<file path="src/rtl/pes_sipo_pkg.sv">
// Shared defaults and width helper for the serial-in / parallel-out deserialiser.
package pes_sipo_pkg;
  localparam int WIDTH_DEF     = 8;
  localparam bit LSB_FIRST_DEF = 1'b1;

  // bit_cnt must be able to represent 0..WIDTH
  function automatic int cnt_w(input int w);
    return $clog2(w + 1);
  endfunction
endpackage

</file>
<file path="src/rtl/pes_sipo_deser_if.sv">
// Serial input, word output and status bundle for pes_sipo_deser.
interface pes_sipo_deser_if
  import pes_sipo_pkg::*;
#(
  parameter int WIDTH = WIDTH_DEF
);
  localparam int CW = cnt_w(WIDTH);

  logic             sclr;
  logic             in_valid;
  logic             in_bit;
  logic [WIDTH-1:0] out_data;
  logic             out_valid;
  logic             out_ready;
  logic             overrun;
  logic [CW-1:0]    bit_cnt;

  modport master (
    output sclr, in_valid, in_bit, out_ready,
    input  out_data, out_valid, overrun, bit_cnt
  );

  modport slave (
    input  sclr, in_valid, in_bit, out_ready,
    output out_data, out_valid, overrun, bit_cnt
  );
endinterface

</file>
<file path="src/rtl/pes_shift_reg.sv">
// Serial shift register; direction chosen so the first bit in ends at bit 0
// (LSB_FIRST=1) or at bit WIDTH-1 (LSB_FIRST=0) after WIDTH shifts.
module pes_shift_reg #(
  parameter int WIDTH     = 8,
  parameter bit LSB_FIRST = 1'b1
) (
  input  logic             clk,
  input  logic             rst,
  input  logic             clr,
  input  logic             en,
  input  logic             d,
  output logic [WIDTH-1:0] q
);
  generate
    if (LSB_FIRST) begin : g_right
      always_ff @(posedge clk) begin
        if (rst || clr) q <= '0;
        else if (en)    q <= {d, q[WIDTH-1:1]};
      end
    end else begin : g_left
      always_ff @(posedge clk) begin
        if (rst || clr) q <= '0;
        else if (en)    q <= {q[WIDTH-2:0], d};
      end
    end
  endgenerate
endmodule

</file>
<file path="src/rtl/pes_sipo_deser.sv">
// Deserialiser: frames WIDTH-bit words with a bit counter and offers each
// completed word through a one-entry valid/ready holding register.
module pes_sipo_deser
  import pes_sipo_pkg::*;
#(
  parameter int WIDTH     = WIDTH_DEF,
  parameter bit LSB_FIRST = LSB_FIRST_DEF
) (
  input  logic              clk,
  input  logic              rst,
  pes_sipo_deser_if.slave   bus
);
  localparam int CW = cnt_w(WIDTH);

  logic [WIDTH-1:0] sr_q;
  logic [WIDTH-1:0] word_nxt;
  logic [CW-1:0]    cnt;
  logic [WIDTH-1:0] data;
  logic             valid;
  logic             ovr;
  logic             accept;
  logic             complete;
  logic             consume;

  assign accept   = bus.in_valid && !bus.sclr;
  assign complete = accept && (cnt == CW'(WIDTH - 1));
  assign consume  = valid && bus.out_ready;

  pes_shift_reg #(.WIDTH(WIDTH), .LSB_FIRST(LSB_FIRST)) u_sr (
    .clk (clk),
    .rst (rst),
    .clr (bus.sclr),
    .en  (accept),
    .d   (bus.in_bit),
    .q   (sr_q)
  );

  // The completing bit is not in sr_q yet, so build the word it finishes here.
  generate
    if (LSB_FIRST) begin : g_word_r
      assign word_nxt = {bus.in_bit, sr_q[WIDTH-1:1]};
    end else begin : g_word_l
      assign word_nxt = {sr_q[WIDTH-2:0], bus.in_bit};
    end
  endgenerate

  always_ff @(posedge clk) begin
    if (rst)           cnt <= '0;
    else if (bus.sclr) cnt <= '0;
    else if (complete) cnt <= '0;
    else if (accept)   cnt <= cnt + CW'(1);
  end

  // A completed word may land only if the slot is empty or drains this edge.
  always_ff @(posedge clk) begin
    if (rst) begin
      data  <= '0;
      valid <= 1'b0;
    end else if (complete && (!valid || bus.out_ready)) begin
      data  <= word_nxt;
      valid <= 1'b1;
    end else if (consume) begin
      valid <= 1'b0;
    end
  end

  always_ff @(posedge clk) begin
    if (rst)                                     ovr <= 1'b0;
    else if (bus.sclr)                           ovr <= 1'b0;
    else if (complete && valid && !bus.out_ready) ovr <= 1'b1;
  end

  assign bus.out_data  = data;
  assign bus.out_valid = valid;
  assign bus.overrun   = ovr;
  assign bus.bit_cnt   = cnt;
endmodule
</file>
<file path="src/flat_wrapper.sv">
// flat-port wrapper written by rule: the top's interface ports become plain ports
module pes_sipo_deser_flat import pes_sipo_pkg::*;
#(
  parameter int WIDTH     = WIDTH_DEF,
  parameter bit LSB_FIRST = LSB_FIRST_DEF
)
  (clk, rst, bus_sclr, bus_in_valid, bus_in_bit, bus_out_ready, bus_out_data, bus_out_valid, bus_overrun, bus_bit_cnt);
  pes_sipo_deser_if #(.WIDTH(WIDTH)) bus_i ();
  input  logic clk;
  input  logic rst;
  input wire logic [$bits(bus_i.sclr)-1:0] bus_sclr;
  input wire logic [$bits(bus_i.in_valid)-1:0] bus_in_valid;
  input wire logic [$bits(bus_i.in_bit)-1:0] bus_in_bit;
  input wire logic [$bits(bus_i.out_ready)-1:0] bus_out_ready;
  output wire logic [$bits(bus_i.out_data)-1:0] bus_out_data;
  output wire logic [$bits(bus_i.out_valid)-1:0] bus_out_valid;
  output wire logic [$bits(bus_i.overrun)-1:0] bus_overrun;
  output wire logic [$bits(bus_i.bit_cnt)-1:0] bus_bit_cnt;
  assign bus_i.sclr = bus_sclr;
  assign bus_i.in_valid = bus_in_valid;
  assign bus_i.in_bit = bus_in_bit;
  assign bus_i.out_ready = bus_out_ready;
  assign bus_out_data = bus_i.out_data;
  assign bus_out_valid = bus_i.out_valid;
  assign bus_overrun = bus_i.overrun;
  assign bus_bit_cnt = bus_i.bit_cnt;
  pes_sipo_deser #(.WIDTH(WIDTH), .LSB_FIRST(LSB_FIRST)) u_core (.clk(clk), .rst(rst), .bus(bus_i));
endmodule
</file>
<file path="config.mk">
export PLATFORM = sky130hd
export DESIGN_NAME = pes_sipo_deser_flat
export DESIGN_NICKNAME = d
export VERILOG_FILES = /design/src/rtl/pes_sipo_pkg.sv /design/src/rtl/pes_sipo_deser_if.sv /design/src/rtl/pes_shift_reg.sv /design/src/rtl/pes_sipo_deser.sv /design/src/flat_wrapper.sv
export SDC_FILE = /design/constraint.sdc
export NUM_CORES = 1
export LEC_CHECK = 0
export BUFFER_PORTS_ARGS = -buffer_cell sky130_fd_sc_hd__buf_2
export CORE_MARGIN = 2
export CORE_UTILIZATION = 27
export DETAILED_ROUTE_END_ITERATION = 8
export PLACE_DENSITY_LB_ADDON = 0.25
export SYNTH_ARGS = -nofsm -noshare
export SYNTH_HDL_FRONTEND = slang
export SYNTH_SLANG_ARGS = --single-unit
</file>
<file path="constraint.sdc">
create_clock -name clk -period 1.7 [get_ports clk]
set_clock_uncertainty 0.15 [all_clocks]
set_input_delay 0.085 -clock clk [delete_from_list [all_inputs] [get_ports clk]]
set_output_delay 0.085 -clock clk [all_outputs]
set_load 0.05 [all_outputs]
</file>
==> results.tsv, run 1 <==
metric	value	unit
CP Max Fanout	8	
Syn Inst Count	83	
post-layout minimum cycle time	1.51	ns
synthesized area	872	um2
n_diodes	0	
Reg area	423	um2
Post-synth EDFFs	0	
Commonest cells post-synth	dfxtp_1, nand2b_1, mux2i_1	
Tot GR Track Use	8.89	%
vias in the first global route	557	
Die Width	60.8	um
sequential area share after synthesis	48.2	%
Crit Path Category	flip-flop to flip-flop	
initial antenna violation count	0	
leading area contributor after synthesis	dfxtp_1	
num rows	20	
Fill cells	327	
hpwl dp	1100	um
cell with the most instances after synthesis	dfxtp_1	
Cell variety after synth	20	
post-synth top area share	48.2	%
Clk Latency, worst-skew pair	0.29	ns
Slew Limit Fails	0	
Final nets	116	
max-cap violations	0	
achievable clock frequency	0.664	GHz
Reg clk slew, reported paths	0.11	ns
power per cell area	729	nW/um2
total CTS buffers	3	
syn_area_per_cell	10.5	um2
starting density of the core	28.6	%
grt total ovfl	0	
CP Data Required Time	1.78	ns
clock buffer depth	2	
layout cells sized above 1	27.8	%
worst rel slew slack	73.9	%
final setup vio count	0	
core area	3050	um2
post_cts resized	0	
Mapped Nets	90	
setup TNS	0	ns
number of post-CTS setup repair buffers	0	
synth warn	0	
first-pass GRT wire length	2420	um
dominant cells by area after synthesis	dfxtp_1, mux2i_1, nand2b_1	
crit start category	flip-flop	
worst setup margin	0.194	ns
setup slack after placement	0.215	ns
#FFs+latches synth	21	
HP Class	input port to flip-flop	
IO Port Bufs	19	
1st-pass router iterations	3	
Hold-fix buffers, CTS	3	
status	complete, no violations	
root buf cell	clkbuf_4	
vias	614	
routed vias/inst	4.04	
Post-DRT Antenna Nets	0	
asr flop ratio synth	0	%
Die ar.	3700	um2
Layout area overhead	23.4	%
Leak	0.446	nW
crit end category	flip-flop	
most frequently used flop master after synthesis	dfxtp_1	
die height	60.8	um
largest net degree at the start of global routing	18	
Final period util	88.6	%
Least-Margin Pin Slew	0.392	ns
H-tree Lvls	1	
RSZ-0062 raised after global routing	no	
GPL Wtd Cong	0.676	
CP arrival	1.59	ns
Sink Count	21	
Max VDD drop	0.000158	V
I/O pin cnt	20	
CTS tree	built	
Residual DRC	0	
Avg WL per Cell	9.90	um
Hold Fails Final Rpt	0	
Total Wirelength	1510	um
initial detailed-routing violation count	19	
area of the multi-input gates	424	um2
-- flip-flops by register name (all words and copies together) (netlist names) --
| name | flops |
|---|---|
| u_core.u_sr.q | 7 |
| u_core.bus.overrun | 1 |
| u_core.bus.out_data | 8 |
| u_core.bus.bit_cnt | 4 |
| u_core.bus.out_valid | 1 |
-- layer usage --
| layer | routed length, um | vias up | GRT usage, % |
|---|---|---|---|
| met5 | 0 | - | 0 |
| met3 | 59 | 2 | 1.49 |
| met2 | 642 | 12 | 13.4 |
| li1 | - | 325 | - |
| met1 | 774 | 275 | 11.4 |
| met4 | 27 | 0 | 6.52 |
-- area by class of cell --
class	count	share of cell area, %
clock buffers	4	2.44
multi-input cells	58	39.4
flip-flops and latches	21	39.3
repair buffers	25	13.7
well taps	44	5.12
-- worst paths after layout --
check,startpoint,end,slack (ns),cells after the start
max,u_core.bus.bit_cnt[0],u_core.bus.out_data[2],0.19,5
min,bus_out_ready,u_core.bus.out_valid,0.07,4
max reg2reg,u_core.bus.bit_cnt[0],u_core.bus.out_data[2],0.19,5
min reg2reg,u_core.bus.out_data[5],u_core.bus.out_data[5],0.33,2
-- placed cells by master, fill, tap and decap left out --
master / synthesis / routed
buf_2: 1 / 19
buf_4: 1 / 3
clkbuf_1: 1 / 1
clkbuf_4: 0 / 3
dfxtp_1: 21 / 19
dfxtp_2: 0 / 2
dlygate4sd3_1: 0 / 3
ha_1: 1 / 1
mux2i_1: 16 / 16
nand2_1: 1 / 1
nand2b_1: 17 / 17
nand4_1: 1 / 1
nand4b_2: 1 / 1
nor2_1: 9 / 9
nor2b_1: 1 / 1
nor3_1: 4 / 4
nor3b_2: 1 / 1
o21ai_0: 1 / 1
o21ba_2: 1 / 1
or2_1: 1 / 1
xnor2_1: 1 / 1
xor2_1: 2 / 2
-- kinds of logic (layout without fill, tap and decap cells) --
group | after synthesis | in the layout | share of synthesized area, %
flops | 21 | 21 | 48.2
xor+xnor | 3 | 3 | 3.01
mux | 16 | 16 | 18.4
buf+inv | 4 | 29 | 3.16
simple gates | 36 | 36 | 24.1
compound gates | 2 | 2 | 1.72
fa+ha+maj | 1 | 1 | 1.43
-- power by group --
part	switching, mW	internal [mW]
clock	0.141	0.0911
combinational	0.0285	0.0271
sequential	0.00252	0.495
total	0.172	0.613
-- worst max-delay path: stages, from the launching register on --
cell and delay (ns):
dfxtp_2 0.37, ha_1 0.18, nand4b_2 0.16, nor3b_2 0.18
buf_4 0.21, mux2i_1 0.20
-- per-stage QoR --
| step | power, mW | hold WS (ns) | instance area (um2) | util, % | std cells |
|---|---|---|---|---|---|
| CTS | 0.799 | 0.0618 | 1080 | 35.2 | 152 |
| detailed placement | 0.559 | 0.213 | 1020 | 33.4 | 145 |
| global placement | 0.558 | 0.203 | 1020 | 33.4 | 145 |
| floorplan | 0.542 | 0.0822 | 875 | - | 83 |
| finish | 0.785 | 0.0716 | 1080 | 35.2 | 152 |
| global route | 0.825 | 0.0838 | 1080 | 35.2 | 152 |
Note: power is estimated with default switching activity, not from simulation.
==> run 2: changes to the inputs <==
--- a/config.mk
+++ b/config.mk
@@ -6,6 +6,8 @@
 export NUM_CORES = 1
 export LEC_CHECK = 0
 export BUFFER_PORTS_ARGS = -buffer_cell sky130_fd_sc_hd__buf_2
+export CELL_PAD_IN_SITES_DETAIL_PLACEMENT = 0
+export CELL_PAD_IN_SITES_GLOBAL_PLACEMENT = 1
 export CORE_MARGIN = 2
 export CORE_UTILIZATION = 27
 export DETAILED_ROUTE_END_ITERATION = 8
==> run 2 against run 1 <==
Flip-flop and latch count stayed put. Count of clock-buffer cells in the layout stayed put. Combinational power is 3.8% lower. Power is 0.80% higher. Utilization is 0.33 points lower. Register-to-register slack hardly changed. Critical path depth stayed put. Worst hold slack worse by 0.065 ns. Cell area is 0.93% lower. Worst setup slack worse by 0.015 ns. First-iteration DRC count is 26% lower. Critical endpoint is now u_core.bus.out_data[3]. Largest power group unchanged. Highest routed layer unchanged.
==> results.tsv, run 2 (synthesis gave the netlist of run 1 again) <==
metric	value	unit	change
status	complete, no violations		
CP Max Fanout	8		unchanged
most frequent cells in the layout	buf_2, dfxtp_1, nand2b_1, mux2i_1, nor2_1		
Crit Path Category	flip-flop to flip-flop		
initial detailed-routing violation count	14		-5
worst-case reg-to-reg path depth	5		unchanged
H-tree Lvls	1		unchanged
max FFs per register	8		unchanged
CTS tree	built		
Slew Limit Fails	0		unchanged
first-pass GRT wire length	2540	um	+4.9%
worst rel slew slack	73.3	%	-0.54 points
CP Data Required Time	1.78	ns	about the same
max-cap violations	0		unchanged
final setup vio count	0		unchanged
area post-placement	1020	um2	unchanged
crit end category	flip-flop		
sink of the worst hold path	u_core.bus.out_valid		
CP arrival	1.60	ns	about the same
hold path cells	3		-1
grt total ovfl	0		unchanged
Die ar.	3700	um2	unchanged
Tot GR Track Use	9.54	%	+0.65 points
Post-DRT Antenna Nets	0		unchanged
Final nets	115		-0.86%
power per cell area	742	nW/um2	+1.7%
routed vias/inst	4.13		+2.1%
final std cells w/o fill	151		-0.66%
core area	3050	um2	unchanged
origin of the critical flop-to-flop path	u_core.bus.bit_cnt[0]		
initial antenna violation count	0		unchanged
Sink Count	21		unchanged
Placed Cells incl. Taps	145		unchanged
num rows	20		unchanged
largest net degree at the start of global routing	18		unchanged
root buf cell	clkbuf_4		
HP Class	input port to flip-flop		
reg-to-reg setup timing slack	0.18	ns	about the same
total CTS buffers	3		unchanged
starting density of the core	28.6	%	unchanged
Reg clk slew, reported paths	0.12	ns	about the same
Hold Fails Final Rpt	0		unchanged
clock buffer depth	2		unchanged
1st-pass router iterations	4		+1
GPL Wtd Cong	0.724		+7.2%
Avg WL per Cell	10.1	um	+1.8%
n_diodes	0		unchanged
post-layout minimum cycle time	1.52	ns	+0.0145 ns
layout cells sized above 1	28.0	%	+0.26 points
post_cts resized	0		unchanged
Final period util	89.5	%	+0.85 points
die height	60.8	um	unchanged
crit start category	flip-flop		
RSZ-0062 raised after global routing	no		
Leak	0.442	nW	-0.94%
Clk Latency, worst-skew pair	0.30	ns	about the same
Least-Margin Pin Slew	0.400	ns	+0.00809 ns
vias	623		+1.5%
vias in the first global route	572		+2.7%
IO Port Bufs	19		unchanged
Max VDD drop	0.000271	V	+71%
hpwl dp	1100	um	-0.72%
post-route cell area	1070	um2	-0.93%
Residual DRC	0		unchanged
setup TNS	0	ns	unchanged
Layout area overhead	22.2	%	
worst r2r dst	u_core.bus.out_data[3]		
I/O pin cnt	20		unchanged
Die Width	60.8	um	unchanged
Worst Hold Launch	rst		
Total Wirelength	1520	um	+1.1%
achievable clock frequency	0.658	GHz	-0.95%
-- run 2: cell types whose count changed in the layout (fill, tap and decap cells not counted), sizes merged --
cell         previous run  this run
dlygate4sd3             3         2
-- run 2: worst max-delay path by stage --
stage | from | end | slack (ns) | cells past startpoint
finish | u_core.bus.bit_cnt[0] | u_core.bus.out_data[3] | 0.18 | 5
global route | u_core.bus.bit_cnt[0] | u_core.bus.out_data[3] | 0.06 | 5
global placement | u_core.bus.bit_cnt[0] | u_core.bus.out_data[4] | 0.23 | 5
CTS | u_core.bus.bit_cnt[0] | u_core.bus.out_data[3] | 0.16 | 5
floorplan | u_core.bus.bit_cnt[2] | u_core.bus.out_data[0] | 0.08 | 4
detailed placement | u_core.bus.bit_cnt[0] | u_core.bus.out_data[3] | 0.18 | 5
-- run 2: critical path, cell delays in order (launching register included) --
cell,delay [ns]
dfxtp_2,0.38
ha_1,0.18
nand4b_2,0.14
nor3b_2,0.17
buf_4,0.21
mux2i_1,0.21
-- run 2: what timing repair did --
item,CTS,global route
endpoints found under the hold margin,3,0
buffers inserted,0,0
hold buffers,2,0
-- run 2: power by group --
part	leakage [nW]	internal [mW]	switching (mW)
combinational	0.257	0.0255	0.0280
clock	0.0150	0.0914	0.149
sequential	0.170	0.495	0.00255
total	0.442	0.612	0.179
-- run 2: cell type report --
cell class,instances,area [um2]
tap,44,55.1
clock buffer,4,26.3
fill,347,1990
timing repair buffer,24,138
sequential,21,423
multi-input combinational,58,424
-- run 2: per-stage QoR --
stage	util, %	setup WS (ns)	total power, mW	hold slack [ns]
after floorplan	-	0.0822	0.542	0.0822
after global routing	34.9	0.0582	0.826	0.0246
after CTS	34.9	0.159	0.810	0.0157
after detailed placement	33.4	0.180	0.560	0.208
after global placement	33.4	0.229	0.560	0.201
final	34.9	0.179	0.791	0.00614
-- run 2: metal layers --
layer	up-vias	global-route usage [%]	part of all wire, %
met5	-	0	0
met4	0	6.52	1.2
met3	2	2.56	5.0
met2	12	14.7	44
met1	285	11.5	49
li1	324	-	-
==> run 3: changes to the inputs <==
--- a/config.mk
+++ b/config.mk
@@ -8,7 +8,7 @@
 export BUFFER_PORTS_ARGS = -buffer_cell sky130_fd_sc_hd__buf_2
 export CELL_PAD_IN_SITES_DETAIL_PLACEMENT = 0
 export CELL_PAD_IN_SITES_GLOBAL_PLACEMENT = 1
-export CORE_MARGIN = 2
+export CORE_MARGIN = 3
 export CORE_UTILIZATION = 27
 export DETAILED_ROUTE_END_ITERATION = 8
 export PLACE_DENSITY_LB_ADDON = 0.25
==> run 3 against run 2 <==
Count of clock-buffer cells in the layout is the same. Clock power is essentially flat. Utilization grew 1.5 points. Global-route usage shrank 0.95 points. Critical path depth is the same. First-iteration DRC count grew 71%. Combinational power is essentially flat. Sequential power is essentially flat. Wire length grew 3.7%. Worst setup slack lost 0.0012 ns. Critical endpoint is now u_core.bus.out_data[4]. Largest power group unchanged.
==> results.tsv, run 3 (synthesis gave the netlist of run 1 again) <==
metric	value	unit	change
Die ar.	3950	um2	+6.7%
total CTS buffers	3		unchanged
vias	621		-0.32%
post-layout minimum cycle time	1.52	ns	+0.00122 ns
HP Class	input port to flip-flop		
n_diodes	0		unchanged
sink of the worst hold path	u_core.bus.out_valid		
Final period util	89.5	%	about the same
Crit Path Category	flip-flop to flip-flop		
Clk Latency, worst-skew pair	0.30	ns	about the same
Residual DRC	0		unchanged
IO Port Bufs	19		unchanged
I/O pin cnt	20		unchanged
core area	2920	um2	-4.2%
H-tree Lvls	1		unchanged
routed vias/inst	4.17		+1.0%
worst r2r dst	u_core.bus.out_data[4]		
Worst Hold Launch	bus_out_ready		
num rows	19		-5.0%
power per cell area	741	nW/um2	-0.16%
CTS tree	built		
Avg WL per Cell	10.6	um	+5.1%
worst rel slew slack	73.6	%	+0.30 points
Sink Count	21		unchanged
post_cts resized	0		unchanged
CP Max Fanout	8		unchanged
Slew Limit Fails	0		unchanged
crit start category	flip-flop		
initial antenna violation count	0		unchanged
Final nets	115		unchanged
Fill cells	324		-6.6%
Hold-fix buffers, CTS	3		+1
max FFs per register	8		unchanged
clock buffer depth	2		unchanged
final setup vio count	0		unchanged
reg-to-reg setup timing slack	0.18	ns	about the same
grt total ovfl	0		unchanged
hold path cells	4		+1
CP arrival	1.61	ns	about the same
die height	62.8	um	+3.3%
Max VDD drop	0.000630	V	+130%
setup TNS	0	ns	unchanged
worst setup margin	0.178	ns	-0.00122 ns
vias in the first global route	602		+5.2%
origin of the critical flop-to-flop path	u_core.bus.bit_cnt[0]		
starting density of the core	29.8	%	+1.3 points
Least-Margin Pin Slew	0.396	ns	-0.00447 ns
GPL Wtd Cong	0.631		-13%
hpwl dp	1130	um	+2.9%
Tot GR Track Use	8.59	%	-0.95 points
Hold Fails Final Rpt	0		unchanged
RSZ-0062 raised after global routing	no		
setup slack after placement	0.184	ns	+0.00365 ns
Die Width	62.8	um	+3.3%
crit end category	flip-flop		
Reg clk slew, reported paths	0.12	ns	about the same
root buf cell	clkbuf_4		
worst-case reg-to-reg path depth	5		unchanged
Total Wirelength	1580	um	+3.7%
achievable clock frequency	0.657	GHz	about the same
largest net degree at the start of global routing	19		+1
first-pass GRT wire length	2660	um	+4.9%
Post-DRT Antenna Nets	0		unchanged
number of post-CTS setup repair buffers	0		unchanged
initial detailed-routing violation count	24		+10
1st-pass router iterations	4		unchanged
most frequent cells in the layout	buf_2, dfxtp_1, nand2b_1, mux2i_1, nor2_1		
CP Data Required Time	1.79	ns	about the same
Layout area overhead	22.2	%	unchanged
layout cells sized above 1	27.1	%	-0.93 points
status	complete, no violations		
Leak	0.441	nW	-0.14%
max-cap violations	0		unchanged
[run 3: power breakdown]
part           switching, mW  leakage, nW  internal, mW
registers            0.00288        0.170         0.495
clock network          0.147       0.0150        0.0913
logic                 0.0278        0.256        0.0256
total                  0.178        0.441         0.612
[run 3: area by class of cell]
type / count / area [um2] / area share, %
tap: 42 / 52.6 / 4.93
multi-input combinational: 58 / 424 / 39.8
timing repair buffer: 24 / 140 / 13.1
clock buffer: 4 / 26.3 / 2.46
sequential: 21 / 423 / 39.7
[run 3: layer usage]
| layer | up-vias | wire length, um | track usage [%] |
|---|---|---|---|
| li1 | 328 | - | - |
| met1 | 279 | 727 | 9.10 |
| met2 | 12 | 766 | 15.0 |
| met3 | 2 | 73 | 4.14 |
| met4 | 0 | 12 | 2.48 |
| met5 | - | 0 | 0 |
[run 3: per-stage QoR]
step	std cells	power, mW	utilization [%]	instance area (um2)	hold slack [ns]
2_1_floorplan	83	0.542	-	875	0.0822
4_1_cts	149	0.809	36.5	1070	0.0417
3_3_place_gp	142	0.558	34.5	1010	0.198
5_1_grt	149	0.831	36.5	1070	0.0534
3_5_place_dp	142	0.558	34.5	1010	0.209
6_report	149	0.790	36.5	1070	0.0501
[run 3: worst max-delay path by stage]
stage,startpoint,to,slack (ns),cells past startpoint
floorplan,u_core.bus.bit_cnt[2],u_core.bus.out_data[0],0.08,4
global placement,u_core.bus.bit_cnt[0],u_core.bus.out_data[4],0.23,5
detailed placement,u_core.bus.bit_cnt[0],u_core.bus.out_data[4],0.18,5
CTS,u_core.bus.bit_cnt[0],u_core.bus.out_data[4],0.15,5
global route,u_core.bus.bit_cnt[0],u_core.bus.out_data[4],0.05,5
finish,u_core.bus.bit_cnt[0],u_core.bus.out_data[4],0.18,5
[run 3: critical path, cell delays in order (launching register included)]
cell and delay [ns]:
dfxtp_2 0.38, ha_1 0.19, nand4b_2 0.15, nor3b_2 0.17
buf_4 0.21, mux2i_1 0.20
